==> config.mk <==
export PLATFORM = sky130hd
export DESIGN_NAME = reg_dump_reader
export DESIGN_NICKNAME = d
export VERILOG_FILES = /design/src/rtl/reg_dump_reader_pkg.sv /design/src/rtl/reg_dump_reader.sv
export SDC_FILE = /design/constraint.sdc
export NUM_CORES = 1
export LEC_CHECK = 0
export CAP_MARGIN = 5
export CORE_MARGIN = 5
export CORE_UTILIZATION = 47
export DETAILED_ROUTE_END_ITERATION = 8
export GPL_TIMING_DRIVEN = 0
export HOLD_SLACK_MARGIN = 0.08
export PLACE_DENSITY = 0.75
export REMOVE_ABC_BUFFERS = 1
export SETUP_SLACK_MARGIN = 0.1
export SLEW_MARGIN = 20
export SYNTH_ARGS = -nofsm -noshare
export SYNTH_HDL_FRONTEND = slang
export SYNTH_SLANG_ARGS = --single-unit
==> constraint.sdc <==
create_clock -name CLK -period 1.8 [get_ports CLK]
set_clock_uncertainty 0.05 [all_clocks]
set_input_delay 0.18 -clock CLK [delete_from_list [all_inputs] [get_ports CLK]]
set_output_delay 0.18 -clock CLK [all_outputs]
set_load 0.02 [all_outputs]
==> src/rtl/reg_dump_reader_pkg.sv <==
// Shared constants for the register dump frame.
// Used by the dump engine and the host-side frame decoder.
package reg_dump_reader_pkg;

  typedef enum logic [2:0] {
    ST_IDLE   = 3'd0,
    ST_HEADER = 3'd1,
    ST_FETCH  = 3'd2,
    ST_SEND   = 3'd3,
    ST_CSUM   = 3'd4,
    ST_FIN    = 3'd5
  } state_t;

  localparam logic [7:0] HEADER_DEFAULT = 8'hA5;

endpackage

==> src/rtl/reg_dump_reader.sv <==
// Register bank dump engine: header, NREGS words, XOR checksum.
// Ports: CLK, RST (async low), START, RD_ADDR/RD_DATA bank
// read, TX_DATA/TX_VALID/TX_READY stream, BUSY, DONE.
module reg_dump_reader
  import reg_dump_reader_pkg::*;
#(
  parameter int WIDTH  = 8,
  parameter int NREGS  = 4,
  parameter int ADDR_W = 2,
  parameter logic [WIDTH-1:0] HEADER = WIDTH'(HEADER_DEFAULT)
) (
  input  logic              CLK,
  input  logic              RST,
  input  logic              START,
  output logic [ADDR_W-1:0] RD_ADDR,
  input  logic [WIDTH-1:0]  RD_DATA,
  output logic [WIDTH-1:0]  TX_DATA,
  output logic              TX_VALID,
  input  logic              TX_READY,
  output logic              BUSY,
  output logic              DONE
);

  localparam logic [ADDR_W-1:0] LAST = ADDR_W'(NREGS - 1);

  state_t            state;
  logic [ADDR_W-1:0] idx;
  logic [WIDTH-1:0]  csum;
  logic              hs;

  assign hs = TX_VALID & TX_READY;

  // TX_DATA doubles as the data latch for the fetched word.
  always_ff @(posedge CLK or negedge RST) begin
    if (!RST) begin
      state    <= ST_IDLE;
      RD_ADDR  <= '0;
      TX_DATA  <= '0;
      TX_VALID <= 1'b0;
      BUSY     <= 1'b0;
      DONE     <= 1'b0;
      idx      <= '0;
      csum     <= '0;
    end else begin
      DONE <= 1'b0;
      unique case (state)
        ST_IDLE: begin
          if (START) begin
            state    <= ST_HEADER;
            BUSY     <= 1'b1;
            csum     <= '0;
            idx      <= '0;
            RD_ADDR  <= '0;
            TX_VALID <= 1'b1;
            TX_DATA  <= HEADER;
          end
        end
        ST_HEADER: begin
          if (hs) begin
            state    <= ST_FETCH;
            TX_VALID <= 1'b0;
          end
        end
        ST_FETCH: begin
          TX_DATA  <= RD_DATA;
          csum     <= csum ^ RD_DATA;
          TX_VALID <= 1'b1;
          state    <= ST_SEND;
        end
        ST_SEND: begin
          if (hs) begin
            if (idx == LAST) begin
              state   <= ST_CSUM;
              TX_DATA <= csum;
            end else begin
              idx      <= idx + 1'b1;
              RD_ADDR  <= idx + 1'b1;
              TX_VALID <= 1'b0;
              state    <= ST_FETCH;
            end
          end
        end
        ST_CSUM: begin
          if (hs) begin
            state    <= ST_FIN;
            TX_VALID <= 1'b0;
            BUSY     <= 1'b0;
            DONE     <= 1'b1;
            RD_ADDR  <= '0;
          end
        end
        ST_FIN: begin
          state <= ST_IDLE;
        end
        default: begin
          state <= ST_IDLE;
        end
      endcase
    end
  end

endmodule

Word level (Yosys, flattened, before mapping)

Index checks and enable logic that the tools add are counted.

Flip-flop bits (word level): 26
Word-level logic and storage cells: 64

$add $sub $neg: 1
Eq/ne operators: 12
Multiplexer cells: 26
Bitwise gates (word level): 2
Reduce and logical (&&, ||, !) cells: 15

Operators by type and width:

| cell                  | count |
|---|---|
| $mux W8               | 4 |
| $pmux W8 S3           | 1 |
| $pmux W8 S2           | 1 |
| $mux W3               | 5 |
| $pmux W3 S5           | 1 |
| $ne A2 B2 Y1 const B  | 6 |
| $reduce_and A4 Y1     | 3 |
| $reduce_and A5 Y1     | 2 |
| $mux W2               | 4 |
| $xor A8 B8 Y8         | 1 |
| $eq A3 B2 Y1 const B  | 2 |
| $mux W1               | 6 |
| $pmux W2 S3           | 1 |
| $reduce_bool A2 Y1    | 3 |
| $reduce_bool A3 Y1    | 2 |
| $pmux W1 S4           | 1 |
| $pmux W2 S2           | 1 |
| $reduce_bool A4 Y1    | 1 |
| $eq A3 B1 Y1 const B  | 1 |
| $eq A3 B3 Y1 const B  | 1 |
| $logic_not A3 Y1      | 1 |
| $reduce_and A3 Y1     | 1 |
| $add A2 B1 Y2 const B | 1 |
| $eq A2 B2 Y1 const B  | 1 |
| 5 further kinds       | 5 |

Depth between registers and ports, before layout

Depth in word-level cells: 4
Mapped depth: 5
Gate-level depth less buffers: 4

Worst setup path before layout

No wires, ideal clock.

Path kind: register to register
From: reg TX_VALID
To: reg TX_DATA[0]
Arrival: 1620 ps
Required time: 1625 ps
Setup slack: 6 ps
Stages on the path, launching flop included: 4
Path buffers: 0
Clock period less this slack: 1794 ps
Cell sequence: dfrtp_1 > nand2_1 > a2111oi_4 > mux2_2

Cells in the longest elaborated chain, start to end: 3

RTL lines:

| element                            | line                  | text |
|---|---|---|
| from (decl)                        | reg_dump_reader.sv:18 | `output logic TX_VALID,` |
| from (signal assigned)             | reg_dump_reader.sv:39 | `TX_VALID <= 1'b0;` |
| from (signal assigned)             | reg_dump_reader.sv:54 | `TX_VALID <= 1'b1;` |
| from (signal assigned)             | reg_dump_reader.sv:61 | `TX_VALID <= 1'b0;` |
| $and A1 B1 Y1                      | reg_dump_reader.sv:31 | `assign hs = TX_VALID & TX_READY;` |
| $ne A2 B2 Y1 (no source line)      | -                     |  |
| $reduce_and A4 Y1 (no source line) | -                     |  |
| to (signal assigned)               | reg_dump_reader.sv:74 | `TX_DATA <= csum;` |
| to (decl)                          | reg_dump_reader.sv:17 | `output logic [WIDTH-1:0] TX_DATA,` |

No other way between the ends.
A chain may end at the register's enable or synchronous reset.

Final worst setup path

From: reg state[0]
To: reg TX_DATA[5]

Cells in the longest elaborated chain, start to end: 3
Elaborated cells between the ends (all ways): 9
Those cells by class: 5 x eq/ne; 1 x mux; 3 x reduce/logical

RTL lines:

| element                                                                    | line                  | text |
|---|---|---|
| from (decl)                                                                | reg_dump_reader.sv:26 | `state_t state;` |
| from (signal assigned)                                                     | reg_dump_reader.sv:36 | `state <= ST_IDLE;` |
| from (signal assigned)                                                     | reg_dump_reader.sv:49 | `state <= ST_HEADER;` |
| from (signal assigned)                                                     | reg_dump_reader.sv:60 | `state <= ST_FETCH;` |
| $eq A3 B2 Y1 / $logic_not A3 Y1 (equally long branches)                    | reg_dump_reader.sv:46 | `unique case (state)` |
| $ne A2 B2 Y1 (no source line) / $reduce_bool A3 Y1 (equally long branches) | -                     |  |
| $reduce_and A4 Y1 (no source line)                                         | -                     |  |

Parallel ways exist; a longest one is shown, timed or not.

==> results.tsv <==
stage	metric	value	unit
synth	EDFF count, synth	0	
setup_path	FF-to-FF path depth	4	
cells_and_area	final net count	181	
synth	Post-Syn Area	1440	um2
cells_and_area	design area	1850	um2
floorplanning	Die Ht	65.3	um
place	Final HPWL DP	2010	um
setup_path	r2r startpoint	state[0]$_DFFE_PN0P_	
setup_path	Max FO, Critical Path	8	
global_routing	GRT overflow	0	
worst_hold_path	Hold WC Path Type	in -> async	
setup_path	CP max stage delay	530	ps
setup_path	WP data arrival	1850	ps
synth	YS warnings	0	
timing	min Tclk post-route	1680	ps
place	Port Buffer Count	24	
power_and_ir_drop	total leakage power	0.816	nW
setup_path	Crit Path Category	reg -> reg	
timing	Final Max Tran Viols	0	
global_routing	vias in the first global route	1161	
synth	syn_area_per_cell	10.6	um2
synth	Synth cell types	33	
timing	Max Clock Freq	595	MHz
timing	final worst slack	119	ps
floorplanning	core area	3000	um2
cells_and_area	share of layout cells above drive strength 1	24.6	%
floorplanning	chip width	65.3	um
global_routing	gr usage total	16.4	%
cts	clock sinks	26	
power_and_ir_drop	VDD IR-drop max	0.000354	V
detailed_routing	Total Wirelength	3340	um
job	Max Cap Violations	0	
synth	Post-Synthesis Cells	136	
detailed_routing	detailed-route DRC error count	0	
power_and_ir_drop	Pwr Density	540	nW/um2
setup_path	CP startpoint kind	flop	
timing	slew margin rel.	59.2	%
place	GPL Wtd Cong	0.765	
floorplanning	io pins	25	
floorplanning	die area	4260	um2
timing	Final period util	93.4	%
timing	Worst-Margin Slew	606	ps
detailed_routing	Iteration-0 DRC Markers	111	
setup_path	crit path max-delay cell type	dfrtp_4	
cts	clock transition at the registers of the reported paths	150	ps
synth	Async SR Flop Fraction	100	%
setup_path	data required time of the worst path	1970	ps
place	Place WS	-732	ps
setup_path	CP Capture Type	flop	
cts	Root Buffer Master	clkbuf_4	
detailed_routing	first drt pass iteration count	4	
status	status	finished clean	
detailed_routing	post-DR vias/cell	5.87	
setup_path	worst reg-to-reg setup slack	120	ps
cts	H-tree depth	1	
global_routing	number of antenna violations at the first check in global routing	0	
floorplanning	row count	20	
floorplanning	Initial Util	47.8	%
detailed_routing	drt wl/cell	16.7	um
place	placed cell area	1680	um2
timing	WHS	317	ps
synth	Top FF cell, synth	dfrtp_1	
timing	total negative slack	0	ps
cts	Inserted Clock Buffers	3	
timing	final hold vios	0	
global_routing	largest net degree at the start of global routing	27	
timing	RSZ-0062 raised after global routing	true	
cells_and_area	area delta synth->final	29.2	%
synth	number of synthesized register bits	26	
cells_and_area	number of fill cells	252	
setup_path	Worst R2R End	TX_DATA[5]$_DFFE_PN0P_	
cts	CTS tree	done	
detailed_routing	Final ANT Viol Nets	0	
cts	clk_lat worst skew	320	ps
global_routing	first-pass GRT wire length	5560	um
timing	final setup fails	0	
setup_path	worst path bufs/invs	1	
setup_path	critical path, cell by cell	and2_4, a2111oi_4, buf_6, mux2_2	
cts	Clock Tree Buf Depth	2	
detailed_routing	routed vias	1173	
setup_path	cell family with most CP delay	flip-flops	
power_and_ir_drop	total power	1.00	mW
cells_and_area	Antenna diodes	0	
synth	sequential area share after synthesis	45.3	%
==> layer usage <==
metal / share of wire [%] / track usage (%) / routed length (um)
met1: 48 / 24.4 / 1620
met5: 0 / 0 / 0
met2: 46 / 24.8 / 1550
met4: 0.51 / 2.85 / 17
met3: 4.5 / 3.25 / 150
==> cell type report <==
cell class                 instances  area (um2)  share of cell area, %
clock buffer                       4        36.3                   1.96
inverter                           6        22.5                   1.21
multi-input combinational         96         763                   41.2
sequential                        26         663                   35.8
tap                               33        41.3                   2.23
timing repair buffer              35         328                   17.7
==> stage by stage <==
step	instances	util, %
floorplan	128	-
global placement	185	56.1
detailed placement	185	55.9
CTS	197	60.4
global route	200	61.8
finish	200	61.8
==> placed cells by master, fill, tap and decap left out, drive strengths merged, types with 4 or more instances in the layout <==
cell,synthesis,routed
mux2,14,14
a22o,5,5
inv,6,6
nor2,9,9
clkbuf,5,4
o21ai,9,9
buf,3,11
nand2,7,7
clkdlybuf4s50,0,23
nor2b,4,4
o311ai,4,4
dfrtp,26,26
nor3,8,8
mux2i,9,9
==> logic make-up (layout without fill, tap and decap cells) <==
| family | Yosys count | after routing | synth area share (%) |
|---|---|---|---|
| simple gates | 40 | 40 | 14.7 |
| compound gates | 31 | 31 | 17.3 |
| flops | 26 | 26 | 45.3 |
| mux | 23 | 23 | 17.3 |
| buf+inv | 14 | 45 | 3.84 |
| fa+ha+maj | 1 | 1 | 0.872 |
| xor+xnor | 1 | 1 | 0.610 |
==> synth_stat cells (all sizes together) (2+ instances only) <==
cell | n | area share [%]
clkbuf | 5 | 1.3
a22o | 5 | 3.1
buf | 3 | 0.96
nor2 | 9 | 2.4
nand2 | 7 | 1.8
o21ai | 9 | 3.1
dfrtp | 26 | 45
inv | 6 | 1.6
nand2b | 2 | 0.87
a21boi | 2 | 1.0
mux2i | 9 | 6.3
and3 | 2 | 0.87
nor4b | 3 | 1.8
a21oi | 2 | 0.70
nor3 | 8 | 2.8
a2bb2oi | 2 | 1.2
o311ai | 4 | 2.4
and2 | 2 | 0.87
mux2 | 14 | 11
nor2b | 4 | 1.7
==> timing repair <==
item	in CTS	in global routing
resized for setup	11	5
buffers inserted	7	3
hold buffers	1	0
endpoints found under the hold margin	26	0
pin swaps	1	0
setup endpoints to repair	20	13
==> worst max-delay path by stage <==
stage | endpoint | slack (ps) | start | cells after the start
finish | TX_DATA[5]$_DFFE_PN0P_ | 120 | state[0]$_DFFE_PN0P_ | 4
detailed placement | TX_DATA[4]$_DFFE_PN0P_ | -730 | state[0]$_DFFE_PN0P_ | 3
global placement | TX_DATA[0]$_DFFE_PN0P_ | -690 | state[0]$_DFFE_PN0P_ | 3
CTS | TX_DATA[5]$_DFFE_PN0P_ | 100 | state[1]$_DFFE_PN0P_ | 4
global route | TX_DATA[5]$_DFFE_PN0P_ | 80 | idx[1]$_DFFE_PN0P_ | 5
floorplan | TX_DATA[0]$_DFFE_PN0P_ | -390 | state[0]$_DFFE_PN0P_ | 3
==> power by group <==
part	internal (mW)	leakage (nW)	total, mW	switching [mW]
logic	0.0527	0.478	0.0982	0.0455
registers	0.595	0.317	0.602	0.00621
clock network	0.124	0.0210	0.302	0.178
total	0.772	0.816	1.00	0.229
==> registers in the layout, summed over array words and instances, names as in the netlist <==
signal,flops
RD_ADDR,2
DONE,1
csum,8
TX_DATA,8
state,3
idx,2
BUSY,1
TX_VALID,1
Power figures use the tool's default switching activity.
